File: src/rtl/qbert_pkg.sv
// Shared types and pyramid geometry for the Qbert movement logic.
package qbert_pkg;

    typedef enum logic [1:0] {
        UP_LEFT    = 2'd0,
        UP_RIGHT   = 2'd1,
        DOWN_LEFT  = 2'd2,
        DOWN_RIGHT = 2'd3
    } dir_t;

    typedef enum logic [1:0] {
        IDLE,
        HOP,
        FALL
    } state_t;

    localparam int X_ORIGIN = 400;
    localparam int Y_ORIGIN = 200;
    localparam int ROW_DX   = 50;
    localparam int ROW_DY   = 150;
    localparam int YDIAG    = 90;

endpackage

File: src/rtl/qbert_cube_coord.sv
// Combinational (row, col) -> (x, y) map of the spot Qbert stands on for a cube.
module qbert_cube_coord
    import qbert_pkg::*;
#(
    parameter int X_ORIGIN = qbert_pkg::X_ORIGIN,
    parameter int Y_ORIGIN = qbert_pkg::Y_ORIGIN,
    parameter int ROW_DX   = qbert_pkg::ROW_DX,
    parameter int ROW_DY   = qbert_pkg::ROW_DY,
    parameter int YDIAG    = qbert_pkg::YDIAG
) (
    input  logic [2:0]  row,
    input  logic [2:0]  col,
    output logic [10:0] x,
    output logic [9:0]  y
);

    logic signed [11:0] row_s;
    logic signed [11:0] col_s;

    assign row_s = signed'({9'd0, row});
    assign col_s = signed'({9'd0, col});

    // Arithmetic is 12-bit signed; the cast keeps only the pixel-width low bits.
    assign x = 11'(12'(X_ORIGIN) + (col_s + col_s - row_s) * 12'(ROW_DX));
    assign y = 10'(12'(Y_ORIGIN) + row_s * 12'(ROW_DY) + 12'(YDIAG));

endmodule

File: src/rtl/qbert_hop_ctrl.sv
// Qbert hop sequencer: accepts one hop at a time, animates it over whole frames,
// and handles falls off the pyramid with a timed respawn at the apex.
module qbert_hop_ctrl
    import qbert_pkg::*;
#(
    parameter int ROWS        = 4,
    parameter int X_ORIGIN    = qbert_pkg::X_ORIGIN,
    parameter int Y_ORIGIN    = qbert_pkg::Y_ORIGIN,
    parameter int ROW_DX      = qbert_pkg::ROW_DX,
    parameter int ROW_DY      = qbert_pkg::ROW_DY,
    parameter int YDIAG       = qbert_pkg::YDIAG,
    parameter int HOP_FRAMES  = 8,
    parameter int LIFT        = 20,
    parameter int FALL_FRAMES = 16,
    parameter int FALL_DY     = 32
) (
    input  logic        clk,
    input  logic        reset,
    input  logic        frame_tick,
    input  logic        cmd_valid,
    input  logic [1:0]  cmd_dir,
    output logic        cmd_ready,
    output logic [10:0] qbert_x,
    output logic [9:0]  qbert_y,
    output logic [2:0]  cube_row,
    output logic [2:0]  cube_col,
    output logic        landed,
    output logic        fell,
    output logic        busy
);

    localparam int HOP_SHIFT = $clog2(HOP_FRAMES);
    localparam int KW = $clog2((FALL_FRAMES > HOP_FRAMES ? FALL_FRAMES : HOP_FRAMES) + 1);
    localparam logic [10:0] HOME_X = 11'(X_ORIGIN);
    localparam logic [9:0]  HOME_Y = 10'(Y_ORIGIN + YDIAG);
    localparam logic signed [4:0] ROWS_S = 5'(ROWS);

    state_t            state, state_next;
    logic [2:0]        row, col, row_next, col_next;
    logic [2:0]        dest_row, dest_col, dest_row_next, dest_col_next;
    logic [KW-1:0]     k, k_next, k_inc;
    logic [10:0]       x_next, src_x, dest_x;
    logic [9:0]        y_next, src_y, dest_y;
    logic              landed_next, fell_next;
    logic signed [4:0] step_r, step_c, new_r, new_c;
    logic              off_pyramid;
    logic signed [15:0] dx_w, dy_w, k_w, src_x_w, src_y_w;
    logic [10:0]       fall_sum;

    qbert_cube_coord #(
        .X_ORIGIN(X_ORIGIN), .Y_ORIGIN(Y_ORIGIN), .ROW_DX(ROW_DX),
        .ROW_DY(ROW_DY), .YDIAG(YDIAG)
    ) u_src_coord (
        .row(row), .col(col), .x(src_x), .y(src_y)
    );

    qbert_cube_coord #(
        .X_ORIGIN(X_ORIGIN), .Y_ORIGIN(Y_ORIGIN), .ROW_DX(ROW_DX),
        .ROW_DY(ROW_DY), .YDIAG(YDIAG)
    ) u_dest_coord (
        .row(dest_row), .col(dest_col), .x(dest_x), .y(dest_y)
    );

    assign cmd_ready = (state == IDLE);
    assign busy      = (state != IDLE);
    assign cube_row  = row;
    assign cube_col  = col;

    assign k_inc    = k + KW'(1);
    assign k_w      = signed'(16'(k_inc));
    assign src_x_w  = signed'({5'd0, src_x});
    assign src_y_w  = signed'({6'd0, src_y});
    assign dx_w     = signed'({5'd0, dest_x}) - src_x_w;
    assign dy_w     = signed'({6'd0, dest_y}) - src_y_w;
    assign fall_sum = {1'b0, qbert_y} + 11'(FALL_DY);

    always_comb begin
        step_r = '0;
        step_c = '0;
        case (dir_t'(cmd_dir))
            UP_LEFT:    begin step_r = -5'sd1; step_c = -5'sd1; end
            UP_RIGHT:   step_r = -5'sd1;
            DOWN_LEFT:  step_r = 5'sd1;
            DOWN_RIGHT: begin step_r = 5'sd1;  step_c = 5'sd1;  end
            default:    ;
        endcase
        new_r = signed'({2'd0, row}) + step_r;
        new_c = signed'({2'd0, col}) + step_c;
        off_pyramid = (new_r < 5'sd0) || (new_r >= ROWS_S) ||
                      (new_c < 5'sd0) || (new_c > new_r);
    end

    // A tick arriving with the accepting edge is dropped; frame counting starts next tick.
    always_comb begin
        state_next    = state;
        row_next      = row;
        col_next      = col;
        dest_row_next = dest_row;
        dest_col_next = dest_col;
        k_next        = k;
        x_next        = qbert_x;
        y_next        = qbert_y;
        landed_next   = 1'b0;
        fell_next     = 1'b0;
        unique case (state)
            IDLE: begin
                if (cmd_valid) begin
                    dest_row_next = new_r[2:0];
                    dest_col_next = new_c[2:0];
                    k_next        = '0;
                    state_next    = off_pyramid ? FALL : HOP;
                end
            end
            HOP: begin
                if (frame_tick) begin
                    k_next = k_inc;
                    if (k_inc == KW'(HOP_FRAMES)) begin
                        x_next      = dest_x;
                        y_next      = dest_y;
                        row_next    = dest_row;
                        col_next    = dest_col;
                        landed_next = 1'b1;
                        k_next      = '0;
                        state_next  = IDLE;
                    end else begin
                        x_next = 11'(src_x_w + ((dx_w * k_w) >>> HOP_SHIFT));
                        y_next = 10'(src_y_w + ((dy_w * k_w) >>> HOP_SHIFT) - 16'(LIFT));
                    end
                end
            end
            FALL: begin
                if (frame_tick) begin
                    k_next = k_inc;
                    if (k_inc == KW'(FALL_FRAMES)) begin
                        x_next     = HOME_X;
                        y_next     = HOME_Y;
                        row_next   = '0;
                        col_next   = '0;
                        fell_next  = 1'b1;
                        k_next     = '0;
                        state_next = IDLE;
                    end else begin
                        y_next = (fall_sum > 11'd1023) ? 10'd1023 : fall_sum[9:0];
                    end
                end
            end
            default: state_next = IDLE;
        endcase
    end

    always_ff @(posedge clk) begin
        if (reset) begin
            state    <= IDLE;
            row      <= '0;
            col      <= '0;
            dest_row <= '0;
            dest_col <= '0;
            k        <= '0;
            qbert_x  <= HOME_X;
            qbert_y  <= HOME_Y;
            landed   <= 1'b0;
            fell     <= 1'b0;
        end else begin
            state    <= state_next;
            row      <= row_next;
            col      <= col_next;
            dest_row <= dest_row_next;
            dest_col <= dest_col_next;
            k        <= k_next;
            qbert_x  <= x_next;
            qbert_y  <= y_next;
            landed   <= landed_next;
            fell     <= fell_next;
        end
    end

endmodule

File: config.mk
export PLATFORM = sky130hd
export DESIGN_NAME = qbert_hop_ctrl
export DESIGN_NICKNAME = d
export VERILOG_FILES = /design/src/rtl/qbert_pkg.sv /design/src/rtl/qbert_cube_coord.sv /design/src/rtl/qbert_hop_ctrl.sv
export SDC_FILE = /design/constraint.sdc
export NUM_CORES = 1
export LEC_CHECK = 0
export CAP_MARGIN = 25
export CORE_AREA = 5 5 149 151
export CTS_BUF_LIST = sky130_fd_sc_hd__clkbuf_16
export CTS_CLUSTER_DIAMETER = 60
export DETAILED_ROUTE_END_ITERATION = 8
export DIE_AREA = 0 0 154 156
export GPL_TIMING_DRIVEN = 0
export PLACE_DENSITY_LB_ADDON = 0.25
export SKIP_LAST_GASP = 1
export SLEW_MARGIN = 5
export SYNTH_ARGS = -nofsm -noshare
export SYNTH_HDL_FRONTEND = slang
export SYNTH_SLANG_ARGS = --single-unit
File: constraint.sdc
create_clock -name clk -period 11.1 [get_ports clk]
set_clock_uncertainty 0.05 [all_clocks]
set_input_delay 3.33 -clock clk [delete_from_list [all_inputs] [get_ports clk]]
set_output_delay 3.33 -clock clk [all_outputs]
set_load 0.02 [all_outputs]
==> metrics.md, run 1 <==
| Metric | Value |
|---|---|
| Number of setup violations in the final report | `0` |
| Antenna diode count | `0` |
| Tightest Hold Check Type | `flop to flop` |
| Vias in the first global route | `7,396` |
| Most common cell in the synthesized netlist | `ha_1` |
| Final setup TNS | `0 ns` |
| Sinks on the clock net | `42` |
| Overflow after GRT | `0` |
| Clock Path Buffers | `2` |
| Count of distinct cell types in the synthesized netlist | `67` |
| Peak clock frequency supported by timing | `0.103 GHz` |
| Startpoint of the most critical register-to-register path | `cube_row[1]` |
| Arrival time of the worst setup path | `9.81 ns` |
| Post-cts repair resize count | `0` |
| Nature of the critical path startpoint | `flop` |
| Final Hold Violating Endpoints | `0` |
| Total number of vias | `7,393` |
| Post-Synthesis Cell Area | `8760 um2` |
| Iter 0 DRT Violations | `370` |
| Number of cells on the worst hold path | `2` |
| Maximum fanout along the worst path | `9` |
| Vias per inst | `5.20` |
| Pin count of the biggest net entering global routing | `15` |
| Unrepaired setup endpoints after global routing | `false` |
| Number of max-slew violations in the final report | `0` |
| Synth warnings | `0` |
| Category of the critical setup timing path | `flop to flop` |
| Floorplan die area | `24,000 um2` |
| Mean routed wirelength per cell | `15.5 um` |
| Buffers inserted by post-CTS timing repair | `0` |
| Number of buffers inserted by port buffering | `34` |
| Global routing usage summed across all routing layers | `0.186` |
| Number of standard cells after synthesis | `1,104` |
| TritonCTS clock tree | `done` |
| Slowest cell delay on critical path | `0.61 ns` |
| I/O pin count | `37` |
| Critical Path Slowest Stage Cell | `dfxtp_1` |
| Cell with the most instances on the worst path | `ha_1` |
| Total of flip-flops plus latches after synthesis | `42` |
| Kind of end point of the critical path | `flop` |
| Maximum Capacitance Violations | `0` |
| Main flop type after synthesis | `dfxtp_1` |
| Run status | `complete, no violations` |
| Fraction of final layout cells with drive strength greater than 1 | `0.0201` |
| Remaining antenna violation count after routing | `0` |
| Standard cell core area | `20,700 um2` |
| Final worst path period need | `9.71 ns` |
| Number of synthesized flops with an enable pin | `0` |
| GPL Wtd Cong | `0.923` |
| CP Data Required Time | `11.20 ns` |
| Hold buffer count at CTS | `0` |
| Leading post-synthesis cells by cell area | `ha_1, fa_1, dfxtp_1` |
| Top cells by instance count after synthesis | `ha_1, inv_1, nor2_1` |
| FF-to-FF path depth | `36` |
| Vertical die dimension | `156 um` |
| Area leader, netlist | `ha_1` |
| Share of synthesized flip-flops with an asynchronous set or reset | `0` |
| Final Hold Slack | `0.441 ns` |
| Horiz. Die Dim | `154 um` |
| Proportion of synthesized chip area in sequential cells | `0.0959` |
| Initial Util | `0.424` |
| Actual slew at the worst max-slew pin | `0.814 ns` |
| End point of the worst hold path | `dest_col[1]` |
| Final #Nets | `1,378` |
| Beginning of the worst hold path | `dest_col[1]` |
| Post-DP HPWL | `18,800 um` |
| Area share of the largest cell type after synthesis | `0.226` |
| DR DRC count | `0` |
| Destination of the worst register-to-register timing path | `qbert_x[10]` |
| Wire length of the first global-routing pass | `36,800 um` |
| Total wirelength of the detailed-routed design | `22,000 um` |
| Flop2flop setup slack | `1.39 ns` |
| Slew Limit Headroom | `0.456` |
| Synthesis-to-finish area growth | `10.1%` |
| CTS Buf Count | `5` |
| Clk Tree Root Cell | `clkbuf_16` |
| Final Cycle Share | `0.874` |
| Drt first pass iters | `5` |
| Synthesized area divided by synthesized cell count | `7.94 um2` |
| Worst skew pair latency | `0.30 ns` |
| CTS HTree Levels | `2` |
| Initial antenna violation count | `0` |
| Register clock-pin slew on the reported worst setup and hold paths | `0.06 ns` |
| Synthesized net count | `1,336` |
| Std-Cell Rows | `53` |
==> worst max-delay path by stage <==
stage,startpoint,to,depth (start not counted)
6_report,cube_row[1],qbert_x[10],36
5_1_grt,cube_row[1],qbert_x[10],36
4_1_cts,cube_row[1],qbert_x[10],36
3_5_place_dp,cube_row[1],qbert_x[10],36
3_3_place_gp,cube_row[1],qbert_x[10],36
2_1_floorplan,cube_row[1],qbert_x[10],36
==> worst max-delay path, delay by kind of cell (launching register included) <==
kind | cells | cell delay [ns]
buffers and inverters | 7 | 0.90
flip-flops | 1 | 0.61
AO/OA/AOI/OAI | 9 | 1.98
AND/OR/NAND/NOR | 3 | 0.44
adder cells (fa/ha/maj) | 12 | 4.63
XOR/XNOR | 5 | 0.95
==> layout make-up <==
type / count / area (um2)
fill: 2087 / 11000
timing repair buffer: 35 / 348
sequential: 42 / 841
clock buffer: 5 / 125
tap: 275 / 344
multi-input combinational: 888 / 7270
clock inverter: 3 / 68.8
inverter: 146 / 548
buffer: 28 / 110
==> placed cells by master, fill, tap and decap left out, drive strengths merged, types with 34 or more instances in the layout <==
cell type        n
a21oi           67
xnor2           82
inv            145
o21ai           43
dfxtp           42
fa              68
ha             158
clkdlybuf4s50   34
nor2           121
nand2           92
xor2            39
==> metrics by stage <==
step	instances	util	setup WS, ns	instance area [um2]
after floorplan	1104	-	2.40	8760
after CTS	1422	0.466	1.30	9650
after detailed placement	1414	0.457	1.37	9460
final	1422	0.466	1.39	9650
after global placement	1413	0.457	1.38	9450
after global routing	1422	0.466	0.759	9650
==> cell families (layout without fill, tap and decap cells) <==
group | count (synthesis) | count (layout) | synth area share
adders and majority gates | 228 | 228 | 0.383
and+or+nand+nor | 345 | 345 | 0.182
DFF | 42 | 42 | 0.0959
xor gates and xnor gates | 123 | 123 | 0.128
AOI/OAI and AO/OA | 191 | 191 | 0.135
buffers and inverters | 174 | 217 | 0.0751
muxes | 1 | 1 | 0.00114
==> flip-flops by register name, indices dropped and copies added (netlist names) <==
register	cells
landed	1
k	5
state	2
cube_row	3
qbert_x	11
qbert_y	10
dest_col	3
fell	1
cube_col	3
dest_row	3
==> per-layer routing <==
layer,GRT usage,routed length (um)
met2,0.323,10400
met4,0.0538,514
met5,0,0
met1,0.252,10500
met3,0.00888,609
Power of run 1 is not shown: default switching activity piles up to over one toggle a cycle in this logic, so the estimate is an artifact.
==> inputs of run 2 (changes only) <==
- CORE_AREA: 5 5 149 151 -> 4 4 148 150
- DIE_AREA: 0 0 154 156 -> 0 0 152 154
==> metrics.md, run 2 (synthesis results as in run 1) <==
| Metric | Value |
|---|---|
| Final #Nets | `1,377 (-0.073%)` |
| Area of all sequential standard cells | `841 um2 (unchanged)` |
| Beginning of the worst hold path | `dest_col[1]` |
| Startpoint of the most critical register-to-register path | `cube_row[1]` |
| Peak clock frequency supported by timing | `0.103 GHz (+0.14%)` |
| I/O pin count | `37 (unchanged)` |
| Destination of the worst register-to-register timing path | `qbert_x[10]` |
| Slowest cell delay on critical path | `0.62 ns (about the same)` |
| Run status | `complete, no violations` |
| Final setup TNS | `0 ns (unchanged)` |
| Tightest Hold Check Type | `flop to flop` |
| Drt first pass iters | `5 (unchanged)` |
| Most common library cell in the layout ignoring fill and taps | `ha_1` |
| Number of inserted filler cells in the final layout | `2,152 (+3.1%)` |
| Global routing usage summed across all routing layers | `0.191 (+0.00462)` |
| Actual slew at the worst max-slew pin | `1.07 ns (+0.258 ns)` |
| Sinks on the clock net | `42 (unchanged)` |
| Largest register FFs | `11 (unchanged)` |
| FF-to-FF path depth | `36 (unchanged)` |
| Worst skew pair latency | `0.29 ns (about the same)` |
| TritonCTS clock tree | `done` |
| Register clock-pin slew on the reported worst setup and hold paths | `0.07 ns (about the same)` |
| Clk Tree Root Cell | `clkbuf_16` |
| Slew Limit Headroom | `0.283 (-0.173)` |
| Fraction of final layout cells with drive strength greater than 1 | `0.0183 (-0.00173)` |
| Std-Cell Rows | `53 (unchanged)` |
| Post-cts repair resize count | `0 (unchanged)` |
| Remaining antenna violation count after routing | `0 (unchanged)` |
| Vias per inst | `5.24 (+0.77%)` |
| Total number of vias | `7,445 (+0.70%)` |
| Vias in the first global route | `7,442 (+0.62%)` |
| CP Data Required Time | `11.19 ns (about the same)` |
| Nature of the critical path startpoint | `flop` |
| Critical Path Slowest Stage Cell | `dfxtp_1` |
| Maximum fanout along the worst path | `9 (unchanged)` |
| Iter 0 DRT Violations | `399 (+7.8%)` |
| Most frequent cells in the layout | `ha_1, inv_1, nor2_1` |
| Buffers inserted by post-CTS timing repair | `0 (unchanged)` |
| Final Hold Violating Endpoints | `0 (unchanged)` |
| Total wirelength of the detailed-routed design | `22,100 um (+0.31%)` |
| Floorplan die area | `23,400 um2 (-2.6%)` |
| Post-DP HPWL | `18,900 um (+0.37%)` |
| Wire length of the first global-routing pass | `36,900 um (+0.21%)` |
| Initial antenna violation count | `0 (unchanged)` |
| Category of the critical setup timing path | `flop to flop` |
| Vertical die dimension | `154 um (-1.3%)` |
| Number of setup violations in the final report | `0 (unchanged)` |
| Register bank with the most flops | `qbert_x` |
| Unrepaired setup endpoints after global routing | `false` |
| GPL Wtd Cong | `0.937 (+1.5%)` |
| Mean routed wirelength per cell | `15.6 um (+0.38%)` |
| Final Cycle Share | `0.873 (-0.00123)` |
| Initial Util | `0.424 (unchanged)` |
| Standard cell core area | `20,700 um2 (unchanged)` |
| DR DRC count | `0 (unchanged)` |
| Pin count of the biggest net entering global routing | `14 (-1)` |
| Flop2flop setup slack | `1.41 ns (about the same)` |
| Number of buffers inserted by port buffering | `34 (unchanged)` |
| Number of cells on the worst hold path | `2 (unchanged)` |
| Overflow after GRT | `0 (unchanged)` |
| Antenna diode count | `0 (unchanged)` |
| Horiz. Die Dim | `152 um (-1.3%)` |
| Number of max-slew violations in the final report | `0 (unchanged)` |
| Maximum Capacitance Violations | `0 (unchanged)` |
| Kind of end point of the critical path | `flop` |
| Cell with the most instances on the worst path | `ha_1` |
| Hold buffer count at CTS | `0 (unchanged)` |
| Clock Path Buffers | `2 (unchanged)` |
| CTS Buf Count | `5 (unchanged)` |
| Synthesis-to-finish area growth | `9.44%` |
| Final worst path period need | `9.69 ns (-0.0137 ns)` |
| CTS HTree Levels | `2 (unchanged)` |
| Biggest registers after layout | `qbert_x: 11 flops, qbert_y: 10 flops, k: 5 flops` |
| Area occupied by multi-input gates | `7270 um2 (unchanged)` |
| End point of the worst hold path | `dest_col[1]` |
| Arrival time of the worst setup path | `9.79 ns (-0.02 ns)` |
==> run 2: cell count changes in the layout (fill, tap and decap cells not counted) <==
cell       delta
inv_1         +1
buf_4         -1
bufinv_16     -2
clkinv_2      +1
==> run 2: metal layers <==
metal / global-route usage / share of wire
met5: 0 / 0
met4: 0.0578 / 0.025
met3: 0.00957 / 0.032
met2: 0.332 / 0.47
met1: 0.256 / 0.47
==> run 2: area by class of cell <==
cell class | instances | share of cell area
clock inverters | 3 | 0.00183
multi-input cells | 888 | 0.758
well taps | 275 | 0.0359
clock buffers | 5 | 0.0130
inverters | 146 | 0.0571
flip-flops and latches | 42 | 0.0877
plain buffers | 28 | 0.0115
repair buffers | 34 | 0.0355
==> run 2: worst max-delay path by stage <==
stage                            from     endpoint  cells past startpoint
after global placement    cube_row[1]  qbert_x[10]                     36
after global routing      cube_row[1]  qbert_x[10]                     36
after floorplan           cube_row[1]  qbert_x[10]                     36
final                     cube_row[1]  qbert_x[10]                     36
after detailed placement  cube_row[1]  qbert_x[10]                     36
after CTS                 cube_row[1]  qbert_x[10]                     36
==> run 2: through the flow <==
| stage | instance area [um2] | utilization | hold slack (ns) | setup WS (ns) | cells |
|---|---|---|---|---|---|
| after floorplan | 8760 | - | 0.403 | 2.40 | 1104 |
| after global routing | 9590 | 0.464 | 0.464 | 0.569 | 1421 |
| after CTS | 9590 | 0.464 | 0.442 | 1.26 | 1421 |
| after global placement | 9450 | 0.457 | 0.431 | 1.42 | 1413 |
| final | 9590 | 0.464 | 0.443 | 1.41 | 1421 |
| after detailed placement | 9450 | 0.457 | 0.434 | 1.31 | 1413 |
==> run 2: critical path: cells and delay by family, from the launching register on <==
family | cells | cell delay (ns)
adders and majority gates | 12 | 4.65
DFF | 1 | 0.62
buffers and inverters | 7 | 0.89
and+or+nand+nor | 6 | 0.75
AOI/OAI and AO/OA | 7 | 1.88
xor gates and xnor gates | 4 | 0.70
Power of run 2 is left out for the same reason.
==> inputs of run 3 (changes only) <==
- CORE_AREA: 4 4 148 150 -> 4 4 142 157
- DIE_AREA: 0 0 152 154 -> 0 0 146 161
==> metrics.md, run 3 (synthesis results as in run 1) <==
| Metric | Value |
|---|---|
| Top Family by Delay on Critical Path | `adder cells` |
| Maximum Capacitance Violations | `0 (unchanged)` |
| Final #Nets | `1,377 (unchanged)` |
| Global routing usage summed across all routing layers | `0.194 (+0.00392)` |
| Overflow after GRT | `0 (unchanged)` |
| Antenna diode count | `0 (unchanged)` |
| Total wirelength of the detailed-routed design | `22,500 um (+1.8%)` |
| CP Data Required Time | `11.22 ns (+0.03 ns)` |
| Post-cts repair resize count | `0 (unchanged)` |
| Nature of the critical path startpoint | `flop` |
| Remaining antenna violation count after routing | `0 (unchanged)` |
| Largest register FFs | `11 (unchanged)` |
| Unrepaired setup endpoints after global routing | `false` |
| Buffers inserted by post-CTS timing repair | `0 (unchanged)` |
| Slowest cell delay on critical path | `0.63 ns (about the same)` |
| Vias in the first global route | `7,461 (+0.26%)` |
| Clock Path Buffers | `2 (unchanged)` |
| Total number of vias | `7,402 (-0.58%)` |
| Final worst path period need | `9.79 ns (+0.0977 ns)` |
| Most frequent cells in the layout | `ha_1, inv_1, nor2_1` |
| Tightest Hold Check Type | `flop to flop` |
| TritonCTS clock tree | `done` |
| Kind of end point of the critical path | `flop` |
| FF-to-FF path depth | `39 (+8.3%)` |
| Synthesis-to-finish area growth | `9.35% (about the same)` |
| Buffers plus inverters on the worst setup path | `7 (unchanged)` |
| Critical Path Slowest Stage Cell | `dfxtp_1` |
| Floorplan die area | `23,500 um2 (+0.42%)` |
| Register bank with the most flops | `qbert_x` |
| Vias per inst | `5.28 (+0.84%)` |
| Vertical die dimension | `161 um (+4.5%)` |
| Number of buffers inserted by port buffering | `34 (unchanged)` |
| Drt first pass iters | `5 (unchanged)` |
| Final Hold Violating Endpoints | `0 (unchanged)` |
| GPL Wtd Cong | `0.879 (-6.2%)` |
| Biggest registers after layout | `qbert_x: 11 flops, qbert_y: 10 flops, k: 5 flops` |
| Actual slew at the worst max-slew pin | `1.10 ns (+0.0270 ns)` |
| Mean routed wirelength per cell | `16.1 um (+3.2%)` |
| Initial Util | `0.426 (+0.00234)` |
| Arrival time of the worst setup path | `9.91 ns (+0.12 ns)` |
| Final cell count without fillers | `1,401 (-1.4%)` |
| Horiz. Die Dim | `146 um (-3.9%)` |
| Worst skew pair latency | `0.30 ns (about the same)` |
| Number of max-slew violations in the final report | `0 (unchanged)` |
| Cell with the most instances on the worst path | `ha_1` |
| Peak clock frequency supported by timing | `0.102 GHz (-1.0%)` |
| Final setup TNS | `0 ns (unchanged)` |
| Number of setup violations in the final report | `0 (unchanged)` |
| Maximum fanout along the worst path | `9 (unchanged)` |
| CTS HTree Levels | `2 (unchanged)` |
| Sinks on the clock net | `42 (unchanged)` |
| Clk Tree Root Cell | `clkbuf_16` |
| I/O pin count | `37 (unchanged)` |
| Category of the critical setup timing path | `flop to flop` |
| Post-DP HPWL | `19,100 um (+1.1%)` |
| Initial antenna violation count | `0 (unchanged)` |
| Wire length of the first global-routing pass | `37,400 um (+1.4%)` |
| Hold buffer count at CTS | `0 (unchanged)` |
| Number of gates on the worst path with buffers counted | `39 (+8.3%)` |
| CTS Buf Count | `5 (unchanged)` |
| Final Cycle Share | `0.882 (+0.00881)` |
| Run status | `complete, no violations` |
| Slew Limit Headroom | `0.265 (-0.0180)` |
| Register clock-pin slew on the reported worst setup and hold paths | `0.07 ns (about the same)` |
| Std-Cell Rows | `55 (+3.8%)` |
| Inst Count DP | `1,394 (-1.3%)` |
| Standard cell core area | `20,600 um2 (-0.55%)` |
| Number of cells on the worst hold path | `2 (unchanged)` |
| Number of inserted filler cells in the final layout | `2,040 (-5.2%)` |
| DR DRC count | `0 (unchanged)` |
| Most common library cell in the layout ignoring fill and taps | `ha_1` |
| Pin count of the biggest net entering global routing | `13 (-1)` |
| Iter 0 DRT Violations | `360 (-9.8%)` |
| Fraction of final layout cells with drive strength greater than 1 | `0.0175 (-0.000857)` |
[run 3: changes by cell type in the layout (fill, tap and decap cells not counted)]
cell,change
bufinv_16,+1
clkinv_1,+1
clkinv_2,-1
clkinv_4,-1
inv_1,-1
[run 3: layout make-up]
cell class              count  area, um2  area share
plain buffers              28        110      0.0115
clock buffers               5        125      0.0131
clock inverters             2       33.8     0.00352
inverters                 146        548      0.0572
multi-input cells         888       7270       0.758
flip-flops and latches     42        841      0.0877
well taps                 256        320      0.0334
repair buffers             34        340      0.0355
[run 3: through the flow]
stage	hold slack, ns	util	instance area [um2]	setup WS, ns
finish	0.439	0.466	9580	1.31
global route	0.452	0.466	9580	0.553
CTS	0.440	0.466	9580	1.27
detailed placement	0.432	0.458	9430	1.31
global placement	0.431	0.458	9430	1.40
floorplan	0.403	-	8760	2.40
[run 3: path summary, 6_finish.rpt]
path	start	end	slack, ns
min reg2reg	dest_col[1]	dest_col[1]	0.44
min	dest_col[1]	dest_col[1]	0.44
max reg2reg	cube_row[1]	qbert_x[10]	1.31
max	cube_row[1]	qbert_x[10]	1.31
[run 3: metal layers]
layer  global-route usage  part of all wire  vias to the layer above
li1                     -                 -                     3733
met1                0.250              0.46                     3514
met2                0.354              0.49                      122
met3               0.0115             0.028                       33
met4               0.0535             0.023                        0
met5                    0                 0                        -
[run 3: worst register-to-register path: cells and delay by family, from the launching register on]
kind	cells	cell delay [ns]
buf+inv	7	0.91
fa+ha+maj	12	4.66
compound gates	7	1.53
simple gates	9	1.08
flops	1	0.63
xor+xnor	4	0.79
Power of run 3 is left out for the same reason.
